## src/rtl/spw_rx_data_in_port.sv

```systemverilog
// SpaceWire RX data input port: buffers link-core words in a FIFO and exposes them to the CPU
// through a 4-register Avalon-MM window. Optional macro SPW_RX_DROP_ON_FULL_EN: drop-and-flag at full.
module spw_rx_data_in_port #(
  parameter int DATA_WIDTH = 9,
  parameter int FIFO_DEPTH = 16,
  parameter int PTR_W      = 4
) (
  input  logic                  clk,
  input  logic                  reset,
  input  logic [1:0]            address,
  input  logic                  chipselect,
  input  logic                  read_n,
  input  logic                  write_n,
  input  logic [31:0]           writedata,
  output logic [31:0]           readdata,
  input  logic [DATA_WIDTH-1:0] in_data,
  input  logic                  in_valid,
  output logic                  in_ready,
  output logic                  irq
);

  localparam logic [PTR_W:0] FULL_CNT = (PTR_W+1)'(FIFO_DEPTH);

  logic [DATA_WIDTH-1:0] mem [FIFO_DEPTH];
  logic [PTR_W-1:0]      wr_ptr;
  logic [PTR_W-1:0]      rd_ptr;
  logic [PTR_W:0]        count;
  logic                  overflow;
  logic                  rx_enable;
  logic [1:0]            irq_mask;

  logic empty, full, bus_rd, bus_wr, pop, flush, push, drop;
  logic unused_bits;

  assign unused_bits = &{1'b0, writedata[31:19], writedata[17:2]};

  always_comb begin
    empty  = (count == '0);
    full   = (count == FULL_CNT);
    bus_rd = chipselect & ~read_n;
    bus_wr = chipselect & ~write_n;
    pop    = bus_rd & (address == 2'd0) & ~empty;
    flush  = bus_wr & (address == 2'd3) & writedata[1];
`ifdef SPW_RX_DROP_ON_FULL_EN
    in_ready = ~reset & rx_enable;
    push     = in_valid & in_ready & (~full | pop);
    drop     = in_valid & in_ready & full & ~pop & ~flush;
`else
    // a same-cycle pop frees the slot, so the link may refill it even at full
    in_ready = ~reset & rx_enable & (~full | pop);
    push     = in_valid & in_ready;
    drop     = 1'b0;
`endif
  end

  always_ff @(posedge clk) begin
    if (push && !flush) mem[wr_ptr] <= in_data;
  end

  always_ff @(posedge clk) begin
    if (reset) begin
      wr_ptr    <= '0;
      rd_ptr    <= '0;
      count     <= '0;
      overflow  <= 1'b0;
      rx_enable <= 1'b0;
      irq_mask  <= 2'b00;
      irq       <= 1'b0;
    end else begin
      if (bus_wr && address == 2'd2) irq_mask  <= writedata[1:0];
      if (bus_wr && address == 2'd3) rx_enable <= writedata[0];

      if (flush) begin
        wr_ptr <= '0;
        rd_ptr <= '0;
        count  <= '0;
      end else begin
        if (pop)  rd_ptr <= rd_ptr + 1'b1;
        if (push) wr_ptr <= wr_ptr + 1'b1;
        case ({push, pop})
          2'b10:   count <= count + 1'b1;
          2'b01:   count <= count - 1'b1;
          default: count <= count;
        endcase
      end

      // a fresh drop wins over a same-cycle clear so no loss goes unreported
      if (drop) overflow <= 1'b1;
      else if (bus_wr && address == 2'd1 && writedata[18]) overflow <= 1'b0;

      irq <= (irq_mask[0] & ~empty) | (irq_mask[1] & overflow);
    end
  end

  always_comb begin
    readdata = '0;
    case (address)
      2'd0: if (!empty) begin
        readdata[DATA_WIDTH-1:0] = mem[rd_ptr];
        readdata[31]             = 1'b1;
      end
      2'd1: begin
        readdata[PTR_W:0] = count;
        readdata[16]      = empty;
        readdata[17]      = full;
        readdata[18]      = overflow;
      end
      2'd2:    readdata[1:0] = irq_mask;
      default: readdata[0]   = rx_enable;
    endcase
  end

endmodule

```

## config.mk

```make
export PLATFORM = sky130hd
export DESIGN_NAME = spw_rx_data_in_port
export DESIGN_NICKNAME = d
export VERILOG_FILES = /design/src/rtl/spw_rx_data_in_port.sv
export SDC_FILE = /design/constraint.sdc
export NUM_CORES = 1
export LEC_CHECK = 0
export BUFFER_PORTS_ARGS = -buffer_cell sky130_fd_sc_hd__clkbuf_2
export CORE_MARGIN = 4
export CORE_UTILIZATION = 32
export CTS_BUF_LIST = sky130_fd_sc_hd__clkbuf_8 sky130_fd_sc_hd__clkbuf_16
export DETAILED_ROUTE_END_ITERATION = 16
export HOLD_SLACK_MARGIN = 0.05
export PLACE_DENSITY_LB_ADDON = 0.08
export SLEW_MARGIN = 20
export SYNTH_ARGS = -nofsm -noshare
export SYNTH_HDL_FRONTEND = slang
export SYNTH_SLANG_ARGS = --single-unit
```

## constraint.sdc

```tcl
create_clock -name clk -period 4 [get_ports clk]
set_input_delay 0.6 -clock clk [delete_from_list [all_inputs] [get_ports clk]]
set_output_delay 0.6 -clock clk [all_outputs]
set_load 0.02 [all_outputs]
```

; After elaboration in Yosys (flattened, before gate mapping)
; Memory sizes are Yosys's and may differ from the RTL's. A register that Yosys moved wholly into a read port is not among the register bits.
; Index checks and enable logic that the tools add are counted.
[op_classes]
add_sub_neg = 4
multipliers = 0
n_div = 0
magnitude_cmp = 0
n_eq_ne = 6
shift = 0
mux = 13
bitwise_logic = 16
reduce_logical = 8
[ops]
columns = operator, count
row1 = $mux 4, 3
row2 = $and 1x1->1, 10
row3 = $pmux 5 s2, 1
row4 = $mux 9, 1
row5 = $add 4x1->4 const B, 2
row6 = $eq 2x2->1 const B, 3
row7 = $pmux 1 s3, 2
row8 = $pmux 3 s2, 1
row9 = $add 5x1->5 const B, 1
row10 = $eq 5x5->1 const B, 1
row11 = $logic_not 5->1, 1
row12 = $not 1->1, 5
row13 = $sub 5x1->5 const B, 1
row14 = $eq 2x1->1 const B, 2
row15 = $mux 1, 4
row16 = $logic_and 1x1->1, 3
row17 = $logic_not 2->1, 1
row18 = $mux 2, 1
row19 = $reduce_bool 2->1, 1
row20 = $reduce_or 2->1, 1
row21 = $logic_not 1->1, 1
row22 = $or 1x1->1, 1
[totals]
register_bits = 17
latchBits = 0
ramBits = 144
rom_bits = 0
input_bits = 49
out_inout_bits = 34
wordCells = 54
n_memories = 1
[mem_list]
columns = name, depth, width, read_ports, rd_clocked_by_memory_dff, write_ports, line
row1 = mem, 16, 9, 1, 1, 1, 24  ; logic [DATA_WIDTH-1:0] mem [FIFO_DEPTH];

; Longest topological paths before layout
[depth]
ltp_word = 10
mapped_depth = 9
ltp_nobuf = 9

; Worst setup path after synthesis
; OpenSTA, ideal clock, no wires.
[synth_timing]
path_type = input port to flip-flop
startpoint = input port address[1]
endpoint = register count[4]
setup_ns = 0.072
arrival_ns = 2.788
required_ns = 3.928
path_slack_ns = 1.140
cell_stages = 9
path_buffers = 0
cell_sequence = or4b_4 a31oi_4 inv_2 ha_1 fa_1 a21o_1 a21oi_1 mux2i_1 mux2i_1
[synth_between]
elab_chain_len = 8
word_cells_on_any_way = 14
classes_between = eq/ne: 3 / mux: 1 / bitwise: 7 / reduce/logical: 3
[synth_lines]
columns = item, line
row1 = start: declaration, 10  ; input logic [1:0] address,
row2 = $logic_not 2->1, 42  ; pop = bus_rd & (address == 2'd0) & ~empty;
row3 = $and 1x1->1 (2 in series), 42
row4 = $or 1x1->1, 50  ; in_ready = ~reset & rx_enable & (~full | pop);
row5 = $and 1x1->1, 50
row6 = $and 1x1->1, 51  ; push = in_valid & in_ready;
row7 = $eq 2x1->1 / $eq 2x2->1 (equally long branches), 80  ; case ({push, pop})
row8 = $pmux 5 s2 / $reduce_bool 2->1 (equally long branches), --
row9 = end signal: assignment, 81  ; 2'b10: count <= count + 1'b1;
row10 = end signal: assignment, 82  ; 2'b01: count <= count - 1'b1;
row11 = end signal: assignment, 83  ; default: count <= count;
row12 = end: declaration, 27  ; logic [PTR_W:0] count;
; Parallel ways exist; a longest one is shown, timed or not.
; A chain may end at the register's enable or synchronous reset.

==> impl_metrics.env <==
export IMPL_antenna_found_initial=0
export IMPL_grt_overflow_total=0
export IMPL_drc=0
export IMPL_die_area_mm2=0.0239
export IMPL_finalNetCount=527
export IMPL_gr_usage_all_layers=0.140
export IMPL_first_global_vias=3779
export IMPL_die_height_um=155
export IMPL_postCtsHoldBufs=0
export IMPL_synth_edf_count=144
export IMPL_totalNegativeSetupSlack_ns=0
export IMPL_post_cts_buffers=0
export IMPL_yosys_most_used_dff="edfxtp_1"
export IMPL_finalClockSkew_ns=0.00737
export IMPL_cts_made_buffers=17
export IMPL_cp_required_ns=3.40
export IMPL_initialDrtViolationCount=269
export IMPL_setup_repair_after_global_routing_missed_its_margin="false"
export IMPL_synthesis_yosys_warnings=0
export IMPL_crit_path_start_kind="flip-flop"
export IMPL_n_antenna_cell=0
export IMPL_synth_adder_area_share=0.0193
export IMPL_worst_ir_drop_vdd_uv=350
export IMPL_post_synth_and_or_nand_nor_area_fraction=0.0735
export IMPL_cts_buffer_depth=2
export IMPL_criticalPathCategory="reg -> out"
export IMPL_dominant_combinational_cell_family_by_area_after_synthesis="multiplexers"
export IMPL_period_minus_slack_ns=3.21
export IMPL_rows=53
export IMPL_hold_viol_final=0
export IMPL_gp_routability_congestion=0.753
export IMPL_hpwlAfterDp_um=10700
export IMPL_grt_max_degree=19
export IMPL_static_leak_nw=2.66
export IMPL_ctsHtreeMaxLevel=4
export IMPL_cts_tree="yes"
export IMPL_post_cts_resize_count=0
export IMPL_port_buffer_count=32
export IMPL_run_status="completed"
export IMPL_critPathCaptureType="output port"
export IMPL_floorplan_core_area_mm2=0.0211
export IMPL_area_growth_syn_to_layout_pct=15.3
export IMPL_floorplan_initialDensity=0.326
export IMPL_max_slew_worst_pin_slew_ns=0.774
export IMPL_post_synth_mux_area_share=0.128
export IMPL_ys_seq_elements=165
export IMPL_post_drt_via_cell_ratio=4.88
export IMPL_synth_cells=416
export IMPL_cp_max_fo=15
export IMPL_postSynthAreaPerCell_um2=16.5
export IMPL_cts_root_buf="clkbuf_16"
export IMPL_ioPinCount=83
export IMPL_synth_async_sr_flop_share=0
export IMPL_max_cap_viol_count=0
export IMPL_synth_xor_area_share=0.00892
export IMPL_wirelength_um=16000
export IMPL_layout_drive_gt1_share=0.241
export IMPL_timing_final_max_slew_violations=0
export IMPL_vias=3688
export IMPL_achievable_frequency_ghz=0.311
export IMPL_yosysSeqAreaShare=0.690
export IMPL_power_density_mw_per_mm2=439
export IMPL_setup_viol=0
export IMPL_post_synthesis_instance_area_mm2=0.00687
export IMPL_grt_pass1_wl_um=24300
export IMPL_final_min_period_over_clock_period=0.803
export IMPL_clock_sinks=165
export IMPL_floorplan_die_width_um=155
export IMPL_synthDistinctLibCells=51
export IMPL_post_drt_wl_per_cell_um=21.2
export IMPL_worst_hold_path_type="in -> reg"
export IMPL_fin_hold_ws_ns=0.448
export IMPL_clkLatencyLatePin_ns=0.42
export IMPL_antenna_left=0
export IMPL_length_of_the_first_detailed_routing_pass_in_iterations=4
export IMPL_clk_pin_slew_ns=0.07
export IMPL_slew_headroom=0.483
export IMPL_arrival_ns=2.61
export IMPL_compound_gate_portion_of_the_synthesized_area=0.0431
[critical path, cell delays in order, from the launching register on]
cell      delay [ns]
dfxtp_1         0.82
mux4_2          0.42
a22oi_1         0.35
nand3_1         0.19
a22o_1          0.24
clkbuf_2        0.15
[stage by stage]
| step | worst slack, ns | cells | cell area (µm²) | util | total power [mW] |
|---|---|---|---|---|---|
| 2_1_floorplan | 1.14 | 435 | 6950 | - | 1.95 |
| 3_3_place_gp | 0.644 | 724 | 7370 | 0.349 | 1.98 |
| 3_5_place_dp | 0.629 | 724 | 7370 | 0.349 | 1.98 |
| 4_1_cts | 0.723 | 756 | 7930 | 0.376 | 3.52 |
| 5_1_grt | 0.585 | 756 | 7930 | 0.376 | 3.61 |
| 6_report | 0.787 | 756 | 7930 | 0.376 | 3.48 |
[power by group]
part	total (mW)	switching (mW)	internal, mW	leakage (nW)
sequential	1.87	0.00116	1.87	1.46
combinational	0.0698	0.0560	0.0138	0.921
clock	1.54	0.680	0.860	0.273
total	3.48	0.737	2.74	2.66
[synth_stat cells, drive strengths merged (2+ instances only)]
cell,n,share of area
xor2,4,0.0051
and3b,2,0.0025
nand2b,3,0.0027
nand3b,2,0.0022
edfxtp,144,0.63
a21o,2,0.0022
a21oi,7,0.0051
inv,9,0.0049
o21ai,8,0.0058
nor2,26,0.014
nor3b,2,0.0022
clkbuf,6,0.0033
nor2b,10,0.0091
xnor2,3,0.0038
and3,7,0.0064
or3,2,0.0018
a31oi,2,0.0040
a22oi,7,0.0076
nand4,2,0.0018
ha,9,0.016
nand2,15,0.0082
mux2i,19,0.028
a211oi,2,0.0022
a22o,3,0.0038
mux4,30,0.098
o22ai,4,0.0036
dfxtp,21,0.061
buf,30,0.029
nor3,9,0.0066
nand3,10,0.0073
[cells in the final DEF (no fill, tap or decap), drive strengths merged, types with 7 or more instances in the layout]
master / n
a22oi: 7
and3: 7
mux2i: 19
clkbuf: 49
o21ai: 8
mux4: 30
a21oi: 7
edfxtp: 144
nor3: 9
nand3: 10
conb: 20
buf: 18
ha: 9
dfxtp: 21
nor2b: 10
inv: 14
clkinv: 8
nand2: 15
nor2: 26
[cells by family after synthesis]
| family | after synthesis |
|---|---|
| compound gates | 42 |
| xor+xnor | 7 |
| fa+ha+maj | 10 |
| buf+inv | 45 |
| flops | 165 |
| mux | 50 |
| other cells | 1 |
| simple gates | 96 |
[routing by layer]
metal	GRT usage	up-vias	wire (µm)
li1	-	1693	-
met1	0.203	1913	7810
met2	0.212	74	7540
met3	0.0341	8	586
met4	0.0341	0	117
met5	0	-	0
[state kept, by name, indices dropped and copies added (netlist names), named ones only]
name and cells:
rx_enable 1, irq_mask 2, irq 1, count 5, rd_ptr 4, mem 144
wr_ptr 4
[worst paths after layout]
check	to	from	slack (ns)	depth (start not counted)
worst min-delay path	irq_mask[0]	writedata[0]	0.45	3
worst max-delay path	readdata[3]	flip-flop	0.79	5
worst max register to register	count[4]	count[0]	1.02	9
worst min register to register	irq_mask[1]	irq_mask[1]	0.51	2
[final cells by class]
class,instances,area (µm²)
fillers,1988,13200
flip-flops and latches,165,4750
multi-input cells,225,1950
clock buffers,17,425
well taps,275,344
repair buffers,50,295
clock inverters,15,131
inverters,9,33.8
(Power assumes the default switching activity.)
